$ cat src/rtl/multi_bcd_counter.sv
`timescale 1ns/10ps
// multi_bcd_counter: N-digit BCD up/down counter, step 0/1/2 (Trigger + Cin), parallel load
//   with per-digit clamp to 9, chained carry/borrow out for cascading stages.
// Latency: 1 Clk from Trigger/Cin/Load to DataOut; Cout is combinational in the same cycle.
// Backpressure: none; every rising edge applies Load or the step unconditionally.
// Ports:
//   Clk       system clock, rising edge
//   Reset     asynchronous active-low clear; also forces Cout low
//   Trigger   count request, +1 to step
//   Cin       carry/borrow from lower stage, +1 to step
//   Up        1 = count up, 0 = count down
//   Load      synchronous parallel load, wins over counting
//   LoadData  BCD load value, digit 0 in [3:0]; digits >9 load as 9
//   DataOut   registered BCD count, digit 0 in [3:0]
//   Cout      carry (Up) / borrow (down) out; 0 while Load or Reset asserted
// Optional feature: define BCD_SATURATE_EN to clamp at all-9s / 0 instead of wrapping.
module multi_bcd_counter #(
  parameter int NUM_DIGITS = 4
) (
  input  logic                    Clk,
  input  logic                    Reset,
  input  logic                    Trigger,
  input  logic                    Cin,
  input  logic                    Up,
  input  logic                    Load,
  input  logic [4*NUM_DIGITS-1:0] LoadData,
  output logic [4*NUM_DIGITS-1:0] DataOut,
  output logic                    Cout
);

  localparam int W = 4 * NUM_DIGITS;

  logic [1:0]   step;
  logic [1:0]   ripple;      // step into digit 0, then carry/borrow (0/1) between digits
  logic [4:0]   dig;
  logic [4:0]   sum;
  logic [W-1:0] count_next;
  logic [W-1:0] load_val;
  logic [W-1:0] data_next;
  logic         ovf;         // carry/borrow out of the top digit

  // Digit ripple. A digit is at most 9 and its incoming value at most 2,
  // so a single +/-10 correction always lands back in 0..9.
  always_comb begin
    step       = {1'b0, Trigger} + {1'b0, Cin};
    ripple     = step;
    count_next = '0;
    dig        = '0;
    sum        = '0;
    for (int i = 0; i < NUM_DIGITS; i++) begin
      dig = {1'b0, DataOut[4*i +: 4]};
      if (Up) begin
        sum = dig + {3'b000, ripple};
        if (sum > 5'd9) begin
          sum    = sum - 5'd10;
          ripple = 2'd1;
        end else begin
          ripple = 2'd0;
        end
      end else begin
        if (dig < {3'b000, ripple}) begin
          sum    = dig + 5'd10 - {3'b000, ripple};
          ripple = 2'd1;
        end else begin
          sum    = dig - {3'b000, ripple};
          ripple = 2'd0;
        end
      end
      count_next[4*i +: 4] = sum[3:0];
    end
    ovf = (ripple != 2'd0);
  end

  // Non-BCD load digits are clamped so DataOut never holds an illegal digit.
  always_comb begin
    load_val = '0;
    for (int i = 0; i < NUM_DIGITS; i++) begin
      load_val[4*i +: 4] = (LoadData[4*i +: 4] > 4'd9) ? 4'd9 : LoadData[4*i +: 4];
    end
  end

  always_comb begin
    data_next = count_next;
    if (Load) begin
      data_next = load_val;
    end
`ifdef BCD_SATURATE_EN
    else if (ovf) begin
      data_next = Up ? {NUM_DIGITS{4'h9}} : '0;
    end
`else
    // Wrap: count_next already holds the value modulo 10^NUM_DIGITS.
`endif
  end

  always_ff @(posedge Clk or negedge Reset) begin
    if (!Reset) begin
      DataOut <= '0;
    end else begin
      DataOut <= data_next;
    end
  end

  assign Cout = Reset & ~Load & ovf;

endmodule

$ cat config.mk
export PLATFORM = sky130hd
export DESIGN_NAME = multi_bcd_counter
export DESIGN_NICKNAME = d
export VERILOG_FILES = /design/src/rtl/multi_bcd_counter.sv
export SDC_FILE = /design/constraint.sdc
export NUM_CORES = 1
export LEC_CHECK = 0
export ABC_AREA = 1
export BUFFER_PORTS_ARGS = -buffer_cell sky130_fd_sc_hd__buf_2
export CORE_UTILIZATION = 45
export DETAILED_ROUTE_END_ITERATION = 16
export PLACE_DENSITY_LB_ADDON = 0.2
export SYNTH_ARGS = -nofsm -noshare
export SYNTH_HDL_FRONTEND = slang
export SYNTH_SLANG_ARGS = --single-unit
$ cat constraint.sdc
create_clock -name Clk -period 10.03 [get_ports Clk]
set_input_delay 0.5015 -clock Clk [delete_from_list [all_inputs] [get_ports Clk]]
set_output_delay 0.5015 -clock Clk [all_outputs]
set_load 0.02 [all_outputs]
==> impl_metrics.py, run 1 <==
metrics = {
    "cts": {
        "cts_tree": "done",
        "clock_tree.root_cell": "clkbuf_8",
        "clkTransAtPathRegs_ns": 0.07,
        "cts.sinks": 16,
        "htree_levels": 1,
        "cts_buffer_depth": 2,
        "clock_latency_ns": 0.25,
        "cts_setup_buffers": 0,
        "cts-buffers-inserted": 3,
        "ctsHoldBuffers": 0,
        "cts-resized-gates": 0,
    },
    "run_status": {
        "status": "finished clean",
    },
    "synthesis": {
        "ys_ff_latch": 16,
        "synth_ff_type": "dfrtp_1",
        "ys_top_cells_by_count": "nand2_1 (91), inv_1 (53), ha_1 (44), nand3_1 (28), nor2_1 (21)",
        "yosysSeqAreaShare_pct": 17.5,
        "yosysMostFrequentCell": "nand2_1",
        "async_reset_ff_share_pct": 100,
        "yosys_warnings": 0,
        "ys_top_cells_by_area": "ha_1 (24%), dfrtp_1 (17%), nand2_1 (15%)",
        "synth_edf_count": 0,
        "synthCells": 338,
        "postSynthNetCount": 407,
        "synth_area_mm2": 0.00229,
        "ys_types": 24,
        "synth_area_leader_cell": "ha_1",
        "syn_area_per_cell_um2": 6.77,
        "synth.top_cell.area_share_pct": 24.0,
    },
    "setup_path": {
        "r2r_slack_ns": 3.22,
        "start_kind": "input pin",
        "crit_required_ns": 9.53,
        "crit_path_frequent_cell": "ha_1",
        "worstPathArrival_ns": 7.21,
        "cp_slowest_stage_delay_ns": 0.39,
        "critPathLaunch": "Trigger",
        "critPathMaxFanout": 4,
        "crit_type": "in -> out",
        "crit_slowest_cell": "fa_1",
        "r2r_start": "DataOut[0]",
        "end_kind": "output port",
    },
    "placed_design": {
        "io_buffer_count": 38,
        "place_ws_ns": 2.27,
        "dp_hpwl_um": 4030,
        "routabilityCongestion": 0.880,
    },
    "timing": {
        "maxSlewHeadroom_pct": 64.3,
        "final-setup-viol-count": 0,
        "hold-worst-slack_ns": 0.167,
        "fin_skew_ns": 0.00235,
        "worst_slew_pin_slew_ns": 0.532,
        "worst_slack_ns": 2.32,
        "grt_setup_unrepaired": "no",
        "fin_crit_ns": 7.71,
        "hold_viol": 0,
        "slew_violations": 0,
        "fin_setup_tns_ns": 0,
        "max_freq_mhz": 130,
        "final.period_utilization_pct": 76.9,
    },
    "power": {
        "p_per_area_mw_per_mm2": 231,
        "power_frac_seq_pct": 19.7,
        "p_leak_nw": 1.51,
        "p_sw_share_pct": 52.4,
        "clockPowerShare_pct": 9.8,
        "p_int_mw": 0.285,
        "p_total_mw": 0.599,
        "irDropWorstVdd_mv": 0.110,
        "combPwrFrac_pct": 70.6,
        "power_switching_mw": 0.314,
    },
    "finish": {
        "layout-drive-gt1-share_pct": 15.7,
        "finalCoreUtilization_pct": 53.9,
        "diodes": 0,
        "area_delta_synth_final_pct": 13.4,
        "final_net_count": 446,
        "reg_top3": "DataOut x16",
        "largest_register_ffs": 16,
        "fillers": 517,
        "regMostFlops": "DataOut",
    },
    "detailed_routing": {
        "antenna_left": 0,
        "drt_first_pass_iters": 4,
        "drc": 0,
        "drt-total-wl_um": 4890,
        "wl_per_cell_um": 11.0,
        "viasPerCell": 4.96,
        "vias": 2198,
        "drtIter0Drc": 157,
    },
    "floorplan": {
        "core_area_mm2": 0.00482,
        "die_y_um": 73.3,
        "die_x_um": 73.3,
        "rows": 25,
        "pin_count": 39,
        "die_area_mm2": 0.00538,
        "initial_core_util_pct": 47.5,
    },
    "flow_run": {
        "max_cap_violations": 0,
    },
    "global_route": {
        "grt_max_degree": 25,
        "grt-ovfl-total": 0,
        "track_usage_pct": 20.2,
        "first_global_vias": 2066,
        "antenna_found_initial": 0,
        "grt_pass1_wl_um": 8630,
    },
    "worst_hold_path": {
        "hp-class": "in -> async",
    },
}
-- through the flow --
stage | cells | area, um^2
after floorplan | 338 | 2290
after global placement | 439 | 2540
after detailed placement | 439 | 2540
after CTS | 443 | 2600
after global routing | 443 | 2600
final | 443 | 2600
-- worst max-delay path: cells and delay by family --
family | cells | cell delay [ns]
AND/OR/NAND/NOR | 20 | 1.62
adder cells (fa/ha/maj) | 13 | 2.94
AO/OA/AOI/OAI | 8 | 1.25
buffers and inverters | 13 | 0.93
-- logic make-up (layout without fill, tap and decap cells) --
kind of cell / Yosys count / after routing / share of synthesized area [%]
fa+ha+maj: 47 / 47 / 26.7
buf+inv: 63 / 101 / 10.7
simple gates: 159 / 159 / 30.6
xor+xnor: 9 / 9 / 3.44
compound gates: 44 / 44 / 11.1
flops: 16 / 16 / 17.5
-- path summary, 6_finish.rpt --
check                              endpoint  cells after the start
worst max register to register  DataOut[14]                     53
worst max-delay path                   Cout                     54
worst min register to register   DataOut[0]                      3
worst min-delay path            DataOut[10]                      1
min in group Clk                 DataOut[9]                      3
max in group asynchronous       DataOut[13]                      1
-- final cells by class --
cell class	instances	area, um^2	share of cell area (%)
well taps	67	83.8	3.23
multi-input cells	259	1650	63.4
clock buffers	4	55.1	2.12
inverters	59	221	8.53
repair buffers	38	190	7.33
flip-flops and latches	16	400	15.4
-- metal layers --
layer / vias to the layer above / GRT usage, % / wire (um)
met5: - / 0 / 0
met4: 0 / 2.99 / 14
met3: 2 / 3.02 / 190
met2: 56 / 35.3 / 2310
met1: 978 / 26.9 / 2380
li1: 1162 / - / -
-- placed cells by master, fill, tap and decap left out, types with 4 or more instances in the layout --
master	n
a21oi_1	13
a22oi_1	4
buf_2	38
clkbuf_8	4
dfrtp_1	16
ha_1	44
inv_1	53
inv_2	4
nand2_1	91
nand2_2	7
nand3_1	28
nand3b_1	4
nand4_1	4
nor2_1	21
o211ai_1	7
o21ai_0	18
xor2_1	8
-- power by group through the flow --
stage | combinational [mW] | clock (mW) | sequential [mW]
after global placement | 0.418 | 0 | 0.119
after detailed placement | 0.424 | 0 | 0.119
after floorplan | 0.305 | 0 | 0.137
after CTS | 0.427 | 0.0607 | 0.118
final | 0.423 | 0.0584 | 0.118
after global routing | 0.491 | 0.0645 | 0.123
(Power assumes the default switching activity.)
==> run 2, diff against run 1 <==
clock period = 6.25 ns   (was 10.03 ns; I/O delays follow)
==> run 2 against run 1 <==
  * Sequential power increased by 69%
  * Critical path type is now reg -> out
  * Largest cell class unchanged
  * Utilization is 17 points higher
  * Clock-buffer cell count stayed put
  * Routed wire length is 33% higher
  * Global-route usage grew 4.5 points
  * Critical path depth fell by 4
  * Via count rose by 18%
  * Register-to-register slack got worse by 3.0 ns
  * Clock skew increased by 0.00073 ns
==> impl_metrics.py, run 2 (synthesis results as in run 1) <==
metrics = {
    "setup_path": {
        "crit_path_frequent_cell": "nand2_2",
        "crit_slowest_cell": "fa_2",
        "r2r_slack_ns": 0.22,
        "critPathMaxFanout": 3,
        "crit_required_ns": 5.94,
        "start_kind": "flip-flop",
        "end_kind": "output port",
        "cp_slowest_stage_delay_ns": 0.50,
        "worstPathArrival_ns": 5.77,
        "crit_type": "reg -> out",
    },
    "power": {
        "p_per_area_mw_per_mm2": 451,
        "irDropWorstVdd_mv": 0.229,
        "p_leak_nw": 1.87,
        "p_total_mw": 1.54,
    },
    "detailed_routing": {
        "antenna_left": 0,
        "drt-total-wl_um": 6530,
        "drtIter0Drc": 177,
        "drt_first_pass_iters": 6,
        "viasPerCell": 5.02,
        "vias": 2589,
        "drc": 0,
        "wl_per_cell_um": 12.6,
    },
    "global_route": {
        "grt_max_degree": 20,
        "grt-ovfl-total": 0,
        "first_global_vias": 2352,
        "track_usage_pct": 24.7,
        "antenna_found_initial": 0,
        "grt_pass1_wl_um": 10300,
    },
    "cts": {
        "cts_buffer_depth": 2,
        "clock_latency_ns": 0.25,
        "cts_tree": "done",
        "cts-buffers-inserted": 3,
        "clkTransAtPathRegs_ns": 0.06,
        "clock_tree.root_cell": "clkbuf_8",
        "htree_levels": 1,
        "cts.sinks": 16,
    },
    "timing": {
        "slew_violations": 0,
        "fin_skew_ns": 0.00308,
        "hold_viol": 0,
        "worst_slack_ns": 0.167,
        "worst_slew_pin_slew_ns": 0.513,
        "fin_setup_tns_ns": 0,
        "final.period_utilization_pct": 97.3,
        "max_freq_mhz": 164,
        "grt_setup_unrepaired": "yes",
        "fin_crit_ns": 6.08,
        "hold-worst-slack_ns": 0.268,
        "maxSlewHeadroom_pct": 65.6,
        "final-setup-viol-count": 0,
    },
    "floorplan": {
        "die_area_mm2": 0.00538,
        "initial_core_util_pct": 47.5,
        "pin_count": 39,
        "rows": 25,
        "core_area_mm2": 0.00482,
        "die_x_um": 73.3,
        "die_y_um": 73.3,
    },
    "placed_design": {
        "place_area_mm2": 0.00282,
        "dp_hpwl_um": 4400,
        "routabilityCongestion": 0.853,
        "place_ws_ns": -0.450,
        "io_buffer_count": 38,
    },
    "finish": {
        "reg_top3": "DataOut x16",
        "mostFrequentLayoutCell": "nand2_1",
        "fillers": 392,
        "design_area_mm2": 0.00342,
        "largest_register_ffs": 16,
        "regMostFlops": "DataOut",
        "area_delta_synth_final_pct": 49.2,
        "final_cell_mix": "nand2_1 (79), buf_4 (69), inv_1 (39)",
        "layout-drive-gt1-share_pct": 40.8,
        "final_net_count": 519,
        "diodes": 0,
    },
    "run_status": {
        "status": "finished clean",
    },
    "flow_run": {
        "max_cap_violations": 0,
    },
    "worst_hold_path": {
        "hp-class": "in -> reg",
    },
}
==> run 2: worst paths after layout <==
check,endpoint,depth (start not counted),from
max,Cout,50,DataOut[0]
min,DataOut[9],3,LoadData[9]
max reg2reg,DataOut[5],49,DataOut[0]
min reg2reg,DataOut[11],6,DataOut[11]
max in group asynchronous,DataOut[1],2,Reset
min in group asynchronous,DataOut[12],2,Reset
==> run 2: area by class of cell <==
cell class                 count  area [um^2]  share of cell area (%)
sequential                    16          400                    11.7
multi-input combinational    259         1880                    55.1
inverter                      59          224                    6.55
clock buffer                   4         55.1                    1.61
tap                           67         83.8                    2.45
timing repair buffer         111          771                    22.6
==> run 2: metrics by stage <==
stage,util (%),cells
5_1_grt,70.9,516
2_1_floorplan,-,338
3_3_place_gp,58.6,475
4_1_cts,66.5,511
3_5_place_dp,58.6,475
6_report,70.9,516
==> run 2: worst max-delay path, delay by kind of cell, from the launching register on <==
family | cells | cell delay (ns)
buffers and inverters | 12 | 0.70
DFF | 1 | 0.42
adders and majority gates | 12 | 2.34
AOI/OAI and AO/OA | 8 | 0.82
and+or+nand+nor | 18 | 1.24
==> run 2: report_power, final <==
group          leakage [nW]  switching [mW]  internal [mW]
sequential            0.190          0.0653          0.135
combinational          1.65           0.594          0.652
clock                0.0288          0.0374         0.0559
==> run 2: per-layer routing <==
metal  part of all wire (%)  vias up  track usage [%]
met2                     48       74             42.7
li1                       -     1308                -
met4                    2.3        0             7.26
met1                     46     1191             31.9
met3                    4.0       16             3.70
met5                      0        -                0
==> run 2: repair_timing <==
item	CTS	global route
hold buffers	1	0
gates cloned	0	0
buffers inserted	31	10
endpoints found under the hold margin	16	0
resized for setup	22	47
setup endpoints to repair	3	6
pin swaps	10	22
==> run 3, diff against run 2 <==
CORE_UTILIZATION = 35   (was 45)
GPL_TIMING_DRIVEN = 1   (was default)
REMOVE_ABC_BUFFERS = 1   (was default)
==> run 3 against run 2 <==
  * Sequential power about the same
  * Via count up 1.1%
  * Register-to-register slack about the same
  * Global-route usage down 5.7 points
  * First-iteration DRC count down 36%
  * Sequential share of layout area down 0.38 points
  * Non-clock buffer count up 14
  * Design area up 3.4%
  * Maximum frequency down 1.1%
  * Die area up 28%
  * Total power down 2.7%
  * Setup slack worse by 0.066 ns
==> impl_metrics.py, run 3 (synthesis results as in run 1) <==
metrics = {
    "detailed_routing": {
        "met1_length_um": 3020,
        "dr.max_layer_used": "met4",
        "drt-total-wl_um": 6980,
        "dr_wl_met2_um": 3500,
        "antenna_left": 0,
        "wl_per_cell_um": 13.0,
        "drt_first_pass_iters": 4,
        "drc": 0,
        "dr_wl_met3_um": 327,
        "vias": 2617,
        "drtIter0Drc": 113,
        "viasPerCell": 4.86,
    },
    "floorplan": {
        "die_y_um": 82.9,
        "rows": 29,
        "initial_core_util_pct": 36.1,
        "pin_count": 39,
        "core_area_mm2": 0.00635,
        "die_x_um": 82.9,
        "die_area_mm2": 0.00687,
    },
    "global_route": {
        "grt_max_degree": 20,
        "first_global_vias": 2465,
        "track_usage_pct": 19.0,
        "grt-ovfl-total": 0,
        "antenna_found_initial": 0,
        "grt_pass1_wl_um": 10800,
    },
    "power": {
        "p_int_mw": 0.803,
        "p_leak_nw": 1.95,
        "irDropWorstVdd_mv": 0.227,
        "p_total_mw": 1.50,
        "p_per_area_mw_per_mm2": 424,
        "clockPowerShare_pct": 5.3,
        "power_frac_seq_pct": 13.1,
        "power_switching_mw": 0.696,
        "p_sw_share_pct": 46.4,
        "combPwrFrac_pct": 81.6,
    },
    "cts": {
        "clock_latency_ns": 0.25,
        "clkTransAtPathRegs_ns": 0.06,
        "htree_levels": 1,
        "cts-buffers-inserted": 3,
        "clock_tree.root_cell": "clkbuf_8",
        "cts_buffer_depth": 2,
        "cts.sinks": 16,
        "cts_tree": "done",
    },
    "timing": {
        "fin_crit_ns": 6.15,
        "final.period_utilization_pct": 98.4,
        "maxSlewHeadroom_pct": 62.1,
        "hold_viol": 0,
        "worst_slew_pin_slew_ns": 0.565,
        "fin_setup_tns_ns": 0,
        "final-setup-viol-count": 0,
        "grt_setup_unrepaired": "yes",
        "slew_violations": 0,
        "hold-worst-slack_ns": 0.268,
        "fin_skew_ns": 0.00215,
        "worst_slack_ns": 0.101,
        "max_freq_mhz": 163,
    },
    "finish": {
        "fillers": 574,
        "reg_top3": "DataOut x16",
        "final_cell_mix": "buf_4 (82), nand2_1 (76), inv_1 (42)",
        "mostFrequentLayoutCell": "buf_4",
        "layout-drive-gt1-share_pct": 42.4,
        "regMostFlops": "DataOut",
        "area_delta_synth_final_pct": 54.3,
        "diodes": 0,
        "design_area_mm2": 0.00353,
        "largest_register_ffs": 16,
        "final_net_count": 533,
    },
    "setup_path": {
        "cp_slowest_stage_delay_ns": 0.61,
        "rr_worst_depth": 52,
        "crit_path_frequent_cell": "nand2_2",
        "r2r_start": "DataOut[0]",
        "critPathMaxFanout": 3,
        "end_kind": "output port",
        "r2r_slack_ns": 0.23,
        "crit_required_ns": 5.94,
        "start_kind": "input pin",
        "crit_type": "in -> out",
        "crit_slowest_cell": "fa_2",
        "r2r-end": "DataOut[10]",
        "worstPathArrival_ns": 5.84,
        "critPathLaunch": "Trigger",
    },
    "flow_run": {
        "max_cap_violations": 0,
    },
    "placed_design": {
        "place_area_mm2": 0.00295,
        "routabilityCongestion": 0.897,
        "place_ws_ns": -0.713,
        "io_buffer_count": 38,
        "dp_hpwl_um": 4800,
    },
    "run_status": {
        "status": "finished clean",
    },
    "worst_hold_path": {
        "holdPathEnd": "DataOut[10]",
        "hold_depth": 3,
        "min_from": "LoadData[10]",
        "hp-class": "in -> reg",
    },
}
## run 3: cell types whose count changed in the layout (fill, tap and decap cells not counted), moves of 2 or more
cell,change
buf_4,+13
inv_2,-4
inv_1,+3
nand2_1,-3
buf_2,+2
nand2_2,+2
nand3_1,-2
nand3_2,+2
## run 3: timing repair
item | in CTS | in global routing
endpoints found under the hold margin | 8 | 0
gates cloned | 0 | 0
resized for setup | 37 | 42
pin swaps | 18 | 29
setup buffers | 23 | 11
hold buffers | 1 | 0
setup endpoints to repair | 4 | 6
## run 3: final cells by class
cell class | instances | area (um^2) | share of cell area (%)
clock buffers | 3 | 41.3 | 1.17
inverters | 59 | 226 | 6.41
multi-input cells | 259 | 1900 | 53.8
flip-flops and latches | 16 | 400 | 11.3
well taps | 77 | 96.3 | 2.73
repair buffers | 125 | 867 | 24.5
## run 3: stage by stage
step	util, %	instances
5_1_grt	55.6	539
3_5_place_dp	46.5	502
3_3_place_gp	46.5	502
2_1_floorplan	-	334
4_1_cts	52.1	529
6_report	55.6	539
## run 3: worst max-delay path by stage
stage	to	slack [ns]	cells past startpoint
floorplan	Cout	-0.18	52
global placement	Cout	-0.53	54
detailed placement	Cout	-0.71	54
CTS	Cout	0.005	50
global route	Cout	-0.23	49
finish	Cout	0.10	51
## run 3: worst max-delay path, delay by kind of cell
family / cells / cell delay, ns
adder cells (fa/ha/maj): 13 / 2.75
AO/OA/AOI/OAI: 8 / 0.72
AND/OR/NAND/NOR: 18 / 1.27
buffers and inverters: 12 / 0.76
## run 3: power by group through the flow
stage                     clock network [mW]  registers (mW)  logic, mW
after detailed placement                   0           0.189      0.865
final                                 0.0792           0.197       1.22
after CTS                             0.0803           0.192       1.07
after global placement                     0           0.190      0.857
after floorplan                            0           0.221      0.487
after global routing                  0.0873           0.204       1.35
## run 3: per-layer routing
| metal | up-vias | global-route usage [%] |
|---|---|---|
| li1 | 1339 | - |
| met1 | 1188 | 23.8 |
| met2 | 76 | 33.5 |
| met3 | 14 | 3.28 |
| met4 | 0 | 5.49 |
| met5 | - | 0 |
